===== config.mk =====
export PLATFORM = sky130hd
export DESIGN_NAME = sram_read_dispatch
export DESIGN_NICKNAME = d
export VERILOG_FILES = /design/src/rtl/sram_read_dispatch.sv
export SDC_FILE = /design/constraint.sdc
export NUM_CORES = 1
export LEC_CHECK = 0
export CORE_ASPECT_RATIO = 1.2
export CORE_MARGIN = 2
export CORE_UTILIZATION = 55
export CTS_BUF_LIST = sky130_fd_sc_hd__clkbuf_2 sky130_fd_sc_hd__clkbuf_4 sky130_fd_sc_hd__clkbuf_8
export DETAILED_ROUTE_END_ITERATION = 10
export GPL_TIMING_DRIVEN = 0
export PLACE_DENSITY = 0.84
export SETUP_SLACK_MARGIN = 0.05
export SKIP_CTS_REPAIR_TIMING = 1
export SLEW_MARGIN = 30
export SYNTH_ARGS = -nofsm -noshare
export SYNTH_HDL_FRONTEND = slang
export SYNTH_SLANG_ARGS = --single-unit

===== constraint.sdc =====
create_clock -name clk -period 7.3 [get_ports clk]
set_clock_uncertainty 0.2 [all_clocks]
set_input_delay 1.46 -clock clk [delete_from_list [all_inputs] [get_ports clk]]
set_output_delay 1.46 -clock clk [all_outputs]
set_load 0.01 [all_outputs]

===== src/rtl/sram_read_dispatch.sv =====
// sram_read_dispatch: round-robin arbitration of N_REQ read requesters onto a
// single SRAM read port, with a tag pipeline tracking each read through the
// fixed SRAM latency into per-requester response FIFOs. Credit counters bound
// in-flight plus buffered reads per requester to RSP_DEPTH.
// Optional macro SRAM_RD_REG_EN: register sram_rd_data before the FIFO write
// (adds one tag stage, accept->rsp_valid latency becomes RD_LAT+2).
module sram_read_dispatch #(
    parameter int N_REQ     = 3,
    parameter int ADDR_W    = 10,
    parameter int DATA_W    = 16,
    parameter int RD_LAT    = 1,
    parameter int RSP_DEPTH = 4
) (
    input  logic                       clk,
    input  logic                       reset,
    input  logic [N_REQ-1:0]           req_valid,
    input  logic [N_REQ*ADDR_W-1:0]    req_addr,
    output logic [N_REQ-1:0]           req_ready,
    output logic                       sram_rd_en,
    output logic [ADDR_W-1:0]          sram_rd_addr,
    input  logic [DATA_W-1:0]          sram_rd_data,
    output logic [N_REQ-1:0]           rsp_valid,
    output logic [N_REQ*DATA_W-1:0]    rsp_data,
    input  logic [N_REQ-1:0]           rsp_ready,
    output logic                       busy
);

    localparam int PTR_W = (N_REQ > 1) ? $clog2(N_REQ) : 1;
    localparam int CNT_W = $clog2(RSP_DEPTH + 1);
    localparam int AW    = $clog2(RSP_DEPTH);
`ifdef SRAM_RD_REG_EN
    localparam int STG   = RD_LAT + 1;
`else
    localparam int STG   = RD_LAT;
`endif

    logic [PTR_W-1:0]  ptr, ptr_nxt;
    logic [CNT_W-1:0]  cnt [N_REQ];
    logic [N_REQ-1:0]  elig, grant, pop, push;
    logic [ADDR_W-1:0] addr_arr [N_REQ];
    logic              found;
    logic [PTR_W:0]    sum;
    logic [PTR_W-1:0]  idx;
    logic [STG-1:0]    tag_vld;
    logic [N_REQ-1:0]  tag_id [STG];
    logic [DATA_W-1:0] wr_data;
    logic [AW:0]       wr_ptr [N_REQ];
    logic [AW:0]       rd_ptr [N_REQ];
    logic [DATA_W-1:0] mem [N_REQ][RSP_DEPTH];

    assign req_ready  = grant;
    assign sram_rd_en = |grant;

    // Per-requester eligibility, address unpacking, FIFO status and pops
    always_comb begin
        rsp_valid = '0;
        rsp_data  = '0;
        elig      = '0;
        pop       = '0;
        busy      = 1'b0;
        for (int unsigned i = 0; i < N_REQ; i++) begin
            addr_arr[i] = req_addr[i*ADDR_W +: ADDR_W];
            elig[i]     = req_valid[i] && (cnt[i] < CNT_W'(RSP_DEPTH));
            rsp_valid[i] = (wr_ptr[i] != rd_ptr[i]);
            pop[i]      = rsp_valid[i] & rsp_ready[i];
            if (rsp_valid[i])
                rsp_data[i*DATA_W +: DATA_W] = mem[i][rd_ptr[i][AW-1:0]];
            busy = busy | (cnt[i] != '0);
        end
    end

    // Round-robin search starting at ptr; no grant while reset is held
    always_comb begin
        grant        = '0;
        ptr_nxt      = ptr;
        sram_rd_addr = '0;
        found        = 1'b0;
        sum          = '0;
        idx          = '0;
        for (int unsigned o = 0; o < N_REQ; o++) begin
            sum = {1'b0, ptr} + (PTR_W+1)'(o);
            if (sum >= (PTR_W+1)'(N_REQ))
                sum = sum - (PTR_W+1)'(N_REQ);
            idx = sum[PTR_W-1:0];
            if (!found && !reset && elig[idx]) begin
                found        = 1'b1;
                grant[idx]   = 1'b1;
                sram_rd_addr = addr_arr[idx];
                ptr_nxt      = (32'(idx) + 1 == N_REQ) ? '0 : idx + 1'b1;
            end
        end
    end

    // Arbiter pointer and credit counters
    always_ff @(posedge clk or posedge reset) begin
        if (reset) begin
            ptr <= '0;
            for (int unsigned i = 0; i < N_REQ; i++) cnt[i] <= '0;
        end else begin
            ptr <= ptr_nxt;
            for (int unsigned i = 0; i < N_REQ; i++) begin
                if (grant[i] && !pop[i])
                    cnt[i] <= cnt[i] + 1'b1;
                else if (!grant[i] && pop[i])
                    cnt[i] <= cnt[i] - 1'b1;
            end
        end
    end

    // Tag pipeline: follows each issued read to the cycle its data is written
    always_ff @(posedge clk or posedge reset) begin
        if (reset) begin
            tag_vld <= '0;
            for (int unsigned s = 0; s < STG; s++) tag_id[s] <= '0;
        end else begin
            tag_vld[0] <= |grant;
            tag_id[0]  <= grant;
            for (int unsigned s = 1; s < STG; s++) begin
                tag_vld[s] <= tag_vld[s-1];
                tag_id[s]  <= tag_id[s-1];
            end
        end
    end

`ifdef SRAM_RD_REG_EN
    logic [DATA_W-1:0] rd_data_q;

    // Retime SRAM read data; the extra tag stage lines up with this register
    always_ff @(posedge clk) begin
        rd_data_q <= sram_rd_data;
    end

    assign wr_data = rd_data_q;
`else
    assign wr_data = sram_rd_data;
`endif

    assign push = tag_vld[STG-1] ? tag_id[STG-1] : '0;

    // Response FIFO pointers (extra MSB distinguishes full from empty)
    always_ff @(posedge clk or posedge reset) begin
        if (reset) begin
            for (int unsigned i = 0; i < N_REQ; i++) begin
                wr_ptr[i] <= '0;
                rd_ptr[i] <= '0;
            end
        end else begin
            for (int unsigned i = 0; i < N_REQ; i++) begin
                if (push[i]) wr_ptr[i] <= wr_ptr[i] + 1'b1;
                if (pop[i])  rd_ptr[i] <= rd_ptr[i] + 1'b1;
            end
        end
    end

    // Response FIFO storage; contents need no reset since valid comes from pointers
    always_ff @(posedge clk) begin
        for (int unsigned i = 0; i < N_REQ; i++) begin
            if (push[i]) mem[i][wr_ptr[i][AW-1:0]] <= wr_data;
        end
    end

endmodule


# Word-level counts from Yosys, hierarchy flattened
# Memory sizes are Yosys's and may differ from the RTL's.
# Cells that the tools add are included.
# totals
latchBits	0
memories	1
mem_bits_rw	192
reg_bits	33
romBits	0
output_inout_bits	66
# op_classes
reduce_logical	37
muxes	69
n_lt_le_gt_ge	24
eq_ne	6
shift	0
div	0
mul	0
n_addsub	23
bitwise	16
# mem_list
memory	words	word_bits	rd	rd_ports_with_merged_regs	wr	line	rtl
mem	3	64	3	0	3	49	logic [DATA_W-1:0] mem [N_REQ][RSP_DEPTH];
# ops
op	count
$mux 16	12
$mux 64	3
$bmux 16 s2	3
$demux 16 s2	3
$mux 10	9
$bmux 10 s2	3
$mux 3	10
$add 3x1->3 const B	9
$ge 3x3->1 const B	9
$not 2->3	9
$logic_and 1x1->1	20
$mux 2	9
$add 2x1->3 const B	4
$reduce_bool 3->1	4
$mux 1	11
$eq 3x2->1 const B	3
$logic_not 1->1	9
$lt 2x3->1 const B	3
$lt 3x1->1 const B	3
$lt 3x3->1 const B	3
$ne 3x3->1	3
$sub 3x1->3 const B	3
$add 2x1->2 const B	3
$bmux 1 s2	3
other kinds (11)	24

# Depth between registers and ports, before layout
# depth
ltp_word	18
depth_mapped	15
mapped_depth_nobuf	13

# Least setup slack after synthesis
# OpenSTA, ideal clock, no wires.
# synth_path
kind	input-to-output
start	input reset
end	output sram_rd_addr[0]
required_ns	5.640
t_arrival_ns	3.855
cell_stages	7
slack_ns	1.785
cell_sequence	buf_2 > inv_1 > o21ai_0 > nor4b_2 > clkbuf_1 > a221oi_1 > o22ai_1
# synth_via
elab_chain_cells	11
elab_cells_between_ends	13
cone_classes	mux: 5; reduce/logical: 8
# synth_lines
item	line	rtl
start, declared	15	input logic reset,
$logic_not 1->1 (no source line) (*)	-	
$logic_and 1x1->1	85	if (!found && !reset && elig[idx]) begin
$mux 1	85	
$logic_not 1->1	85	
$logic_and 1x1->1 (2 in series)	85	
$mux 1	85	
$logic_not 1->1	85	
$logic_and 1x1->1 (2 in series)	85	
$mux 10 (*)	85	
end, declared	20	output logic [ADDR_W-1:0] sram_rd_addr,
# Every way passes the cells marked *; elsewhere a longest branch is shown, timed or not.

# Worst setup path in the final report
# layout_path
start	input reset
end	output sram_rd_addr[4]
# The elaborated chain is that of the path after synthesis.

==> summary.txt <==
STA
  – Setup_tns: 0 ns
  – Hold_ws: 0.283 ns
  – Final Hold Fails: 0
  – Slew margin rel.: 40.3%
  – Final setup vio count: 0
  – RSZ-0062 raised after global routing: no
  – Fmax achieved: 0.159 GHz
  – Worst-Margin Slew: 0.896 ns
  – Fin crit period: 6.28 ns
  – Final slew viol count: 0
  – Fin crit share: 86.0%
  – Final setup margin: 1.02 ns

Global route
  – First-pass GRT wire length: 34,000 um
  – Largest net degree at the start of global routing: 36
  – GRT Total Usage: 23.1%
  – Grt ovf: 0
  – Initial antenna violation count: 0
  – Vias in the first global route: 6,386

Power and ir drop
  – Worst vdd rail ir drop: 232 uV
  – PwrDens: 415 mW/mm^2
  – Leakage Power: 4.33 nW
  – Total power of the final layout: 5.04 mW

Synthesis
  – Syn Std Cell Area: 0.00996 sq mm
  – Share of the synthesized area in the top cell type: 57.9%
  – Sequential-to-total area share from yosys stat: 66.2%
  – Syn Inst Count: 591
  – Synth Register Bits: 225
  – Async set or reset register ratio after synthesis: 14.7%
  – Synth area leader: edfxtp_1
  – Most numerous cell in the Yosys netlist: edfxtp_1
  – Top post-synthesis cells by area: edfxtp_1 (58%), mux4_2 (11%), dfrtp_1 (8.3%)
  – Yosys cell types: 49
  – Top cells by count, synth: edfxtp_1 (192), nor2b_1 (52), mux4_2 (48)
  – Syn Nets: 670
  – Number of synthesized flops with an enable pin: 192
  – Commonest register cell after synthesis: edfxtp_1
  – Avg Inst Size Synth: 16.9 sq um
  – Syn. warnings: 0

Worst setup path
  – Crit path max fanout: 35
  – Crit. End Element: output pin
  – WP data required: 5.64 ns
  – Critical path class: in -> out
  – Arr. time, crit path: 4.62 ns
  – Startpoint Class: input port

Route
  – 1st-iter DRT viols: 447
  – Wire per inst: 22.1 um
  – Antenna-violating nets left: 0
  – Routed wire length: 21,800 um
  – Drt pass-1 iters: 5
  – DR DRC count: 0
  – Vias per inst: 6.04
  – Vias: 5,977

Finish
  – Antenna cells: 0
  – Register area: 0.00659 sq mm
  – Final Net Count: 825
  – Layout cells sized above 1: 18.2%
  – Final Cell Area: 0.0121 sq mm
  – Post-Layout Cell Count: 989
  – Final Util: 68.8%
  – Footprint of the multi-input gates: 0.00319 sq mm
  – Area Growth Syn to Fin: 21.9%
  – Fill cell count: 1,096

Die
  – Num ports: 120
  – Effective utilization at floorplan: 56.5%
  – Chip height: 151 um
  – Row count: 53
  – Die Wd: 127 um
  – Core footprint: 0.0176 sq mm
  – Die area: 0.0192 sq mm

Clocking
  – Clock Sinks: 225
  – Clock Path Buffers: 3
  – CTS tree: done
  – H-tree Lvls: 2
  – Worst-skew pair later-pin latency: 0.49 ns
  – CTS root buf: clkbuf_8
  – Clock transition at path regs: 0.05 ns
  – Num CTS Buffers: 35

Placement
  – Port bufs: 118
  – Inst Count DP: 929
  – Pre-CTS setup slack: 1.08 ns
  – DP Area: 0.0114 sq mm
  – DP HPWL: 14,500 um
  – Gpl congestion: 0.865

Status
  – Status: completed

Min path
  – Min-delay worst type: reg -> reg

Flow run
  – Max cap viols: 0
## sequential cells by signal, summed over array words and instances (netlist names)
name and count:
cnt 9, mem 192, ptr 2, rd_ptr 9, tag_id 3, tag_vld 1
wr_ptr 9
## critical path, stage by stage
cell,delay [ns]
buf_2,0.17
inv_2,0.55
o21ai_0,0.34
nor4b_2,0.65
clkbuf_1,0.43
o21ai_0,0.18
nand3_1,0.14
a22o_1,0.15
clkdlybuf4s50_1,0.54
## metal layers
metal / vias up / part of all wire (%) / global-route usage [%]
li1: 2613 / - / -
met5: - / 0 / 0
met4: 0 / 2.4 / 7.86
met3: 53 / 6.0 / 4.31
met1: 3005 / 38 / 27.2
met2: 306 / 54 / 42.8
## cells in the final DEF, fill, tap and decap left out, types with 17 or more instances in the layout
| cell type | n |
|---|---|
| ha_1 | 22 |
| clkbuf_8 | 37 |
| nand2_1 | 19 |
| clkdlybuf4s50_1 | 118 |
| nor2b_1 | 52 |
| nand3_1 | 17 |
| xor2_1 | 18 |
| dfrtp_1 | 33 |
| edfxtp_1 | 192 |
| mux4_2 | 48 |
## where the power goes
part | total, mW | switching [mW] | internal (mW)
combinational | 2.33 | 1.13 | 1.21
clock | 1.06 | 0.455 | 0.609
sequential | 1.64 | 0.110 | 1.53
## cell type report
type	count	area share [%]
repair buffers	118	9.73
inverters	17	0.526
clock inverters	9	0.752
well taps	220	2.27
clock buffers	51	5.06
plain buffers	29	1.11
flip-flops and latches	225	54.3
multi-input cells	320	26.3
## cell families (layout without fill, tap and decap cells)
logic type	count (synthesis)	count (layout)	share of synthesized area, %
adders and majority gates	25	25	3.37
xor gates and xnor gates	30	30	2.64
and+or+nand+nor	136	136	8.00
buffers and inverters	46	224	2.00
AOI/OAI and AO/OA	56	56	4.27
DFF	225	225	66.2
muxes	73	73	13.6
## path summary, 6_finish.rpt
kind | cells after the start | to | from | slack [ns]
setup / recovery | 9 | sram_rd_addr[4] | reset | 1.02
hold / removal | 1 | wr_ptr[8]$_DFFE_PP0P_ | wr_ptr[8]$_DFFE_PP0P_ | 0.28
setup reg to reg | 14 | cnt[5]$_DFFE_PP0P_ | ptr[0]$_DFFE_PP0P_ | 3.40
hold reg to reg | 1 | wr_ptr[8]$_DFFE_PP0P_ | wr_ptr[8]$_DFFE_PP0P_ | 0.28
max in group asynchronous | 2 | wr_ptr[2]$_DFFE_PP0P_ | reset | 5.45
min in group asynchronous | 2 | tag_id[1]$_DFF_PP0_ | reset | 0.99
No activity file was read; power rests on OpenSTA's default activity.
